## src/rtl/ccff_chain_programmer_pkg.sv

```systemverilog
// Shared definitions for the configuration-chain programmer: FSM encoding,
// default chain length of the current fabric build, and a small next-state helper.
package ccff_chain_programmer_pkg;

    localparam int CHAIN_LEN_DEFAULT = 64;

    typedef enum logic [2:0] {
        IDLE     = 3'd0,
        FETCH    = 3'd1,
        SHIFT_LO = 3'd2,
        SHIFT_HI = 3'd3,
        RB_PUSH  = 3'd4,
        DONE     = 3'd5
    } state_t;

    // Where shifting continues once a bit has completed: refill when the byte is spent.
    function automatic state_t resume_state(input logic [3:0] bits_left);
        return (bits_left == 4'd0) ? FETCH : SHIFT_LO;
    endfunction

endpackage

```

## src/rtl/ccff_phase_timer.sv

```systemverilog
// DIV-cycle down-counter timing one prog_clk phase; expire is high in the
// last cycle of the phase, load re-arms it for the next phase.
module ccff_phase_timer #(
    parameter int DIV = 2
) (
    input  logic clk,
    input  logic rst_n,
    input  logic load,
    output logic expire
);

    logic [7:0] cnt;

    always_ff @(posedge clk or negedge rst_n) begin
        if (!rst_n)
            cnt <= '0;
        else if (load)
            cnt <= 8'(DIV - 1);
        else if (cnt != 8'd0)
            cnt <= cnt - 8'd1;
    end

    assign expire = (cnt == 8'd0);

endmodule

```

## src/rtl/ccff_chain_programmer.sv

```systemverilog
// Streams host bytes LSB-first into the fabric configuration chain while
// capturing ccff_tail into readback bytes; all chain-facing outputs are registered.
module ccff_chain_programmer
    import ccff_chain_programmer_pkg::*;
#(
    parameter int CHAIN_LEN = CHAIN_LEN_DEFAULT,
    parameter int DIV       = 2,
    localparam int CNT_W    = $clog2(CHAIN_LEN + 1)
) (
    input  logic       clk,
    input  logic       rst_n,
    input  logic       start,
    output logic       busy,
    output logic       done,
    output logic       cfg_done,
    input  logic [7:0] in_data,
    input  logic       in_valid,
    output logic       in_ready,
    output logic [7:0] rb_data,
    output logic       rb_valid,
    input  logic       rb_ready,
    output logic       prog_clk,
    output logic       ccff_head,
    input  logic       ccff_tail
);

    state_t           state;
    logic [CNT_W-1:0] bit_cnt;
    logic [6:0]       in_sr;      // bits of the current byte still to be driven after ccff_head
    logic [3:0]       in_left;
    logic [7:0]       rb_sr;
    logic [3:0]       rb_cnt;
    logic             rb_final;
    logic             tmr_load;
    logic             tmr_expire;
    logic             last_bit;

    // Outside the shift phases the timer is held loaded so every phase starts full.
    assign tmr_load = !(state == SHIFT_LO || state == SHIFT_HI) || tmr_expire;
    assign last_bit = (bit_cnt + CNT_W'(1)) == CNT_W'(CHAIN_LEN);

    ccff_phase_timer #(.DIV(DIV)) u_timer (
        .clk    (clk),
        .rst_n  (rst_n),
        .load   (tmr_load),
        .expire (tmr_expire)
    );

    always_ff @(posedge clk or negedge rst_n) begin
        if (!rst_n) begin
            state     <= IDLE;
            bit_cnt   <= '0;
            in_sr     <= '0;
            in_left   <= '0;
            rb_sr     <= '0;
            rb_cnt    <= '0;
            rb_final  <= 1'b0;
            busy      <= 1'b0;
            done      <= 1'b0;
            cfg_done  <= 1'b0;
            in_ready  <= 1'b0;
            rb_valid  <= 1'b0;
            rb_data   <= '0;
            prog_clk  <= 1'b0;
            ccff_head <= 1'b0;
        end else begin
            done <= 1'b0;
            case (state)
                IDLE: if (start) begin
                    cfg_done <= 1'b0;
                    bit_cnt  <= '0;
                    in_left  <= '0;
                    rb_sr    <= '0;
                    rb_cnt   <= '0;
                    busy     <= 1'b1;
                    in_ready <= 1'b1;
                    state    <= FETCH;
                end
                FETCH: if (in_valid) begin
                    ccff_head <= in_data[0];
                    in_sr     <= in_data[7:1];
                    in_left   <= 4'd8;
                    in_ready  <= 1'b0;
                    state     <= SHIFT_LO;
                end
                SHIFT_LO: if (tmr_expire) begin
                    // Pre-edge chain output pairs with the bit about to be clocked in.
                    rb_sr[rb_cnt[2:0]] <= ccff_tail;
                    rb_cnt   <= rb_cnt + 4'd1;
                    prog_clk <= 1'b1;
                    state    <= SHIFT_HI;
                end
                SHIFT_HI: if (tmr_expire) begin
                    prog_clk  <= 1'b0;
                    bit_cnt   <= bit_cnt + CNT_W'(1);
                    ccff_head <= in_sr[0];
                    in_sr     <= {1'b0, in_sr[6:1]};
                    in_left   <= in_left - 4'd1;
                    if (last_bit || rb_cnt == 4'd8) begin
                        rb_data  <= rb_sr;
                        rb_valid <= 1'b1;
                        rb_sr    <= '0;
                        rb_cnt   <= '0;
                        rb_final <= last_bit;
                        state    <= RB_PUSH;
                    end else begin
                        in_ready <= (in_left == 4'd1);
                        state    <= resume_state(in_left - 4'd1);
                    end
                end
                RB_PUSH: if (rb_ready) begin
                    rb_valid <= 1'b0;
                    if (rb_final) begin
                        done      <= 1'b1;
                        cfg_done  <= 1'b1;
                        busy      <= 1'b0;
                        ccff_head <= 1'b0;
                        state     <= DONE;
                    end else begin
                        in_ready <= (in_left == 4'd0);
                        state    <= resume_state(in_left);
                    end
                end
                DONE:    state <= IDLE;
                default: state <= IDLE;
            endcase
        end
    end

endmodule
```

## config.mk

```make
export PLATFORM = sky130hd
export DESIGN_NAME = ccff_chain_programmer
export DESIGN_NICKNAME = d
export VERILOG_FILES = /design/src/rtl/ccff_chain_programmer_pkg.sv /design/src/rtl/ccff_phase_timer.sv /design/src/rtl/ccff_chain_programmer.sv
export SDC_FILE = /design/constraint.sdc
export NUM_CORES = 1
export LEC_CHECK = 0
export ABC_AREA = 0
export CORE_ASPECT_RATIO = 1.1
export CORE_MARGIN = 1.5
export CORE_UTILIZATION = 61
export CTS_CLUSTER_DIAMETER = 80
export CTS_CLUSTER_SIZE = 10
export DETAILED_ROUTE_END_ITERATION = 7
export HOLD_SLACK_MARGIN = 0.15
export PLACE_DENSITY_LB_ADDON = 0.08
export SYNTH_ARGS = -nofsm -noshare
export SYNTH_HDL_FRONTEND = slang
export SYNTH_SLANG_ARGS = --single-unit
```

## constraint.sdc

```tcl
create_clock -name clk -period 4.1 [get_ports clk]
set_input_delay 0.41 -clock clk [delete_from_list [all_inputs] [get_ports clk]]
set_output_delay 0.41 -clock clk [all_outputs]
set_load 0.1 [all_outputs]
```

==> flow_summary.toml <==
[outcome]
status = "finished, final reports clean"

[clock_tree]
clock_latency_ns = 0.32
cts_max_path_buffers = 2
cts_hold_buf = 0
cts_root_buf = "clkbuf_8"
clock_sinks = 57
path_clk_slew_ns = 0.06
cts_setup_buffers = 0
h-tree-depth = 3
tritoncts = "done"
cts_buffers = 9
cts_resized = 0

[timing]
drv_slew = 0
slew_headroom_pct = 34.47
finalSetupViolCount = 0
period_minus_slack_ns = 2.332
period_share_pct = 56.88
worstMarginPinSlew_ns = 0.9798
hold_viol_final = 0
timing.fmax_ghz = 0.4288
finClkSkew_ns = 0.004648
fin_setup_tns_ns = 0
rsz0062_at_grt = "no"

[synth]
yosysTopAreaCellShare_pct = 47.50
synth_area_leaders = "dfrtp_1 (48%), nand2_1 (3.9%), o21ai_0 (3.8%)"
ys_ff_latch = 57
synth_cell_types = 56
synth_cells = 304
synth_area_leader_cell = "dfrtp_1"
async_reset_ff_share_pct = 100.0
synth_edf_count = 0
yosysSeqAreaShare_pct = 47.50
syn_nets = 325
yosys_most_used_dff = "dfrtp_1"
ys_warn_count = 0
synth_area_per_cell_um2 = 9.878
syn_area_mm2 = 0.003003

[die]
die_y_um = 76.59
io_pins = 29
initial_core_util_pct = 64.10
coreArea_mm2 = 0.004684
row_count = 26
die_area_mm2 = 0.005353
dieWidth_um = 69.90

[flow_run]
max_cap_violations = 0

[global_route]
gr-total-overflow = 0
use_met3_pct = 3.571
grt_use_met1_pct = 30.64
use_met2_pct = 38.57
first_global_vias = 2248
grt_busiest_layer = "met2"
track_usage_pct = 23.43
grt_max_degree = 58
antenna_found_initial = 0
grt_pass1_wl_mm = 10.08

[worst_setup_path]
reg2reg_depth = 7
worst_setup_path_end_kind = "flop"
cp_max_fo = 6
startpoint_type = "flop"
r2r_start = "u_timer.cnt[0]"
crit_path_start = "u_timer.cnt[0]"
critical_path_class = "flop to flop"
critPathArrivalTime_ns = 2.54
cp.required_ns = 4.31
timing.rr.end = "bit_cnt[5]"
r2r_slack_ns = 1.77

[power_and_ir_drop]
leakagePower_nw = 1.541
powerDensity_mw_per_mm2 = 799.9
fin_total_pwr_mw = 2.771
vdd_ir_drop_max_mv = 0.4218

[detailed_routing]
drt-wirelength-per-cell_um = 14.67
routed_via_density = 5.906
vias = 2321
final_antenna_net_count = 0
route.final.wire_length_mm = 5.764
drc_errors = 0
drt-pass1-iter-count = 4
drtIter0Drc = 161

[finish]
fillCellCount = 361
diodes = 0
nNetsFinal = 354
area_growth_pct = 15.37
drive_above_1_share_pct = 10.39

[placed_design]
dpl.hpwl_mm = 4.019
place.gp.congestion = 0.8377
numPortBuffers = 28

[hold_path]
hold_path_class = "primary input to asynchronous set/reset pin"
==> critical path: stages, from the launching register on <==
cell and delay [ns]:
dfrtp_1 0.41, inv_1 0.09, ha_1 0.22, nor3b_2 0.42, a41oi_1 0.29, nor2_1 0.41, o21ai_1 0.14, a22o_1 0.25
==> through the flow <==
| stage | hold slack, ns | instance area, µm² | instances | utilization (%) | setup slack [ns] |
|---|---|---|---|---|---|
| 2_1_floorplan | 0.1144 | 3003 | 304 | - | 2.109 |
| 3_3_place_gp | 0.4602 | 3303 | 378 | 70.51 | 1.745 |
| 3_5_place_dp | 0.4733 | 3303 | 378 | 70.51 | 1.710 |
| 4_1_cts | 0.2414 | 3465 | 393 | 73.96 | 1.804 |
| 5_1_grt | 0.2960 | 3465 | 393 | 73.96 | 1.619 |
| 6_report | 0.2042 | 3465 | 393 | 73.96 | 1.768 |
==> cell type report <==
cell class                      count  area [µm²]  area share (%)
Timing Repair Buffer               29       282.8           8.162
Inverter                           10       37.54           1.083
Clock inverter                      4       20.02          0.5778
Clock buffer                       11       141.4           4.081
Sequential cell                    57        1426           41.17
Tap cell                           56       70.07           2.022
Multi-Input combinational cell    226        1486           42.90
==> how the worst max path moves through the flow <==
stage | slack, ns | to | cells after the start
3_3_place_gp | 1.74 | in_ready | 6
2_1_floorplan | 2.11 | in_ready | 7
6_report | 1.77 | bit_cnt[5] | 7
5_1_grt | 1.62 | bit_cnt[5] | 7
4_1_cts | 1.80 | cfg_done | 1
3_5_place_dp | 1.71 | in_ready | 6
==> layout by cell type (no fill, tap or decap), types with 6 or more instances in the layout <==
cell type	count
a31oi_1	7
clkbuf_8	10
inv_1	9
dfrtp_1	57
clkdlybuf4s50_1	27
a21oi_1	7
ha_1	7
o31ai_1	8
mux2_2	6
nor2_1	28
o21ai_0	23
a21o_1	9
nand2_1	31
nand3_1	19
mux2i_1	6
==> state kept, by name (all words and copies together) (netlist names) <==
name,flops
done,1
rb_sr,8
rb_valid,1
rb_final,1
cfg_done,1
state,3
busy,1
ccff_head,1
in_ready,1
in_sr,7
u_timer.cnt,8
rb_data,8
in_left,4
prog_clk,1
rb_cnt,4
bit_cnt,7
==> cells by family after synthesis <==
group / synth area share [%]
multiplexers: 6.250
adder cells (fa/ha/maj): 2.917
XOR/XNOR: 2.625
buffers and inverters: 3.000
flip-flops: 47.50
AO/OA/AOI/OAI: 17.79
AND/OR/NAND/NOR: 19.92
==> per-layer routing <==
metal	wire (µm)	up-vias
met1	2644	1102
li1	-	1153
met2	2788	59
met5	0	-
met4	71	0
met3	260	7
==> cell usage after synthesis (2+ instances only) <==
cell type and n:
a21oi_1 7, a32o_1 2, ha_1 7, o31ai_1 8, nor3_1 5, a211o_1 2, dfrtp_1 57, nor2_1 28
a22o_1 3, mux2_1 4, nand3_1 19, nand2b_1 3, mux2_2 6, xor2_1 5, buf_2 3, o22ai_1 3
nor2b_1 4, and2_1 2, a21o_1 9, clkbuf_1 7, mux2i_1 6, o21a_1 3, a41o_1 2, nor3b_1 4
xnor2_1 4, inv_1 9, nand2_2 2, nand2_1 31, o21ai_0 23, nand3b_1 2, a31oi_1 7, and3_1 2
nor4_1 2
==> report_power, final <==
group	switching [mW]	total, mW	leakage, nW	internal, mW
clock network	0.209	0.437	0.0887	0.228
registers	0.224	0.990	0.715	0.766
logic	0.847	1.34	0.737	0.498
Note: power is estimated with default switching activity, not from simulation.
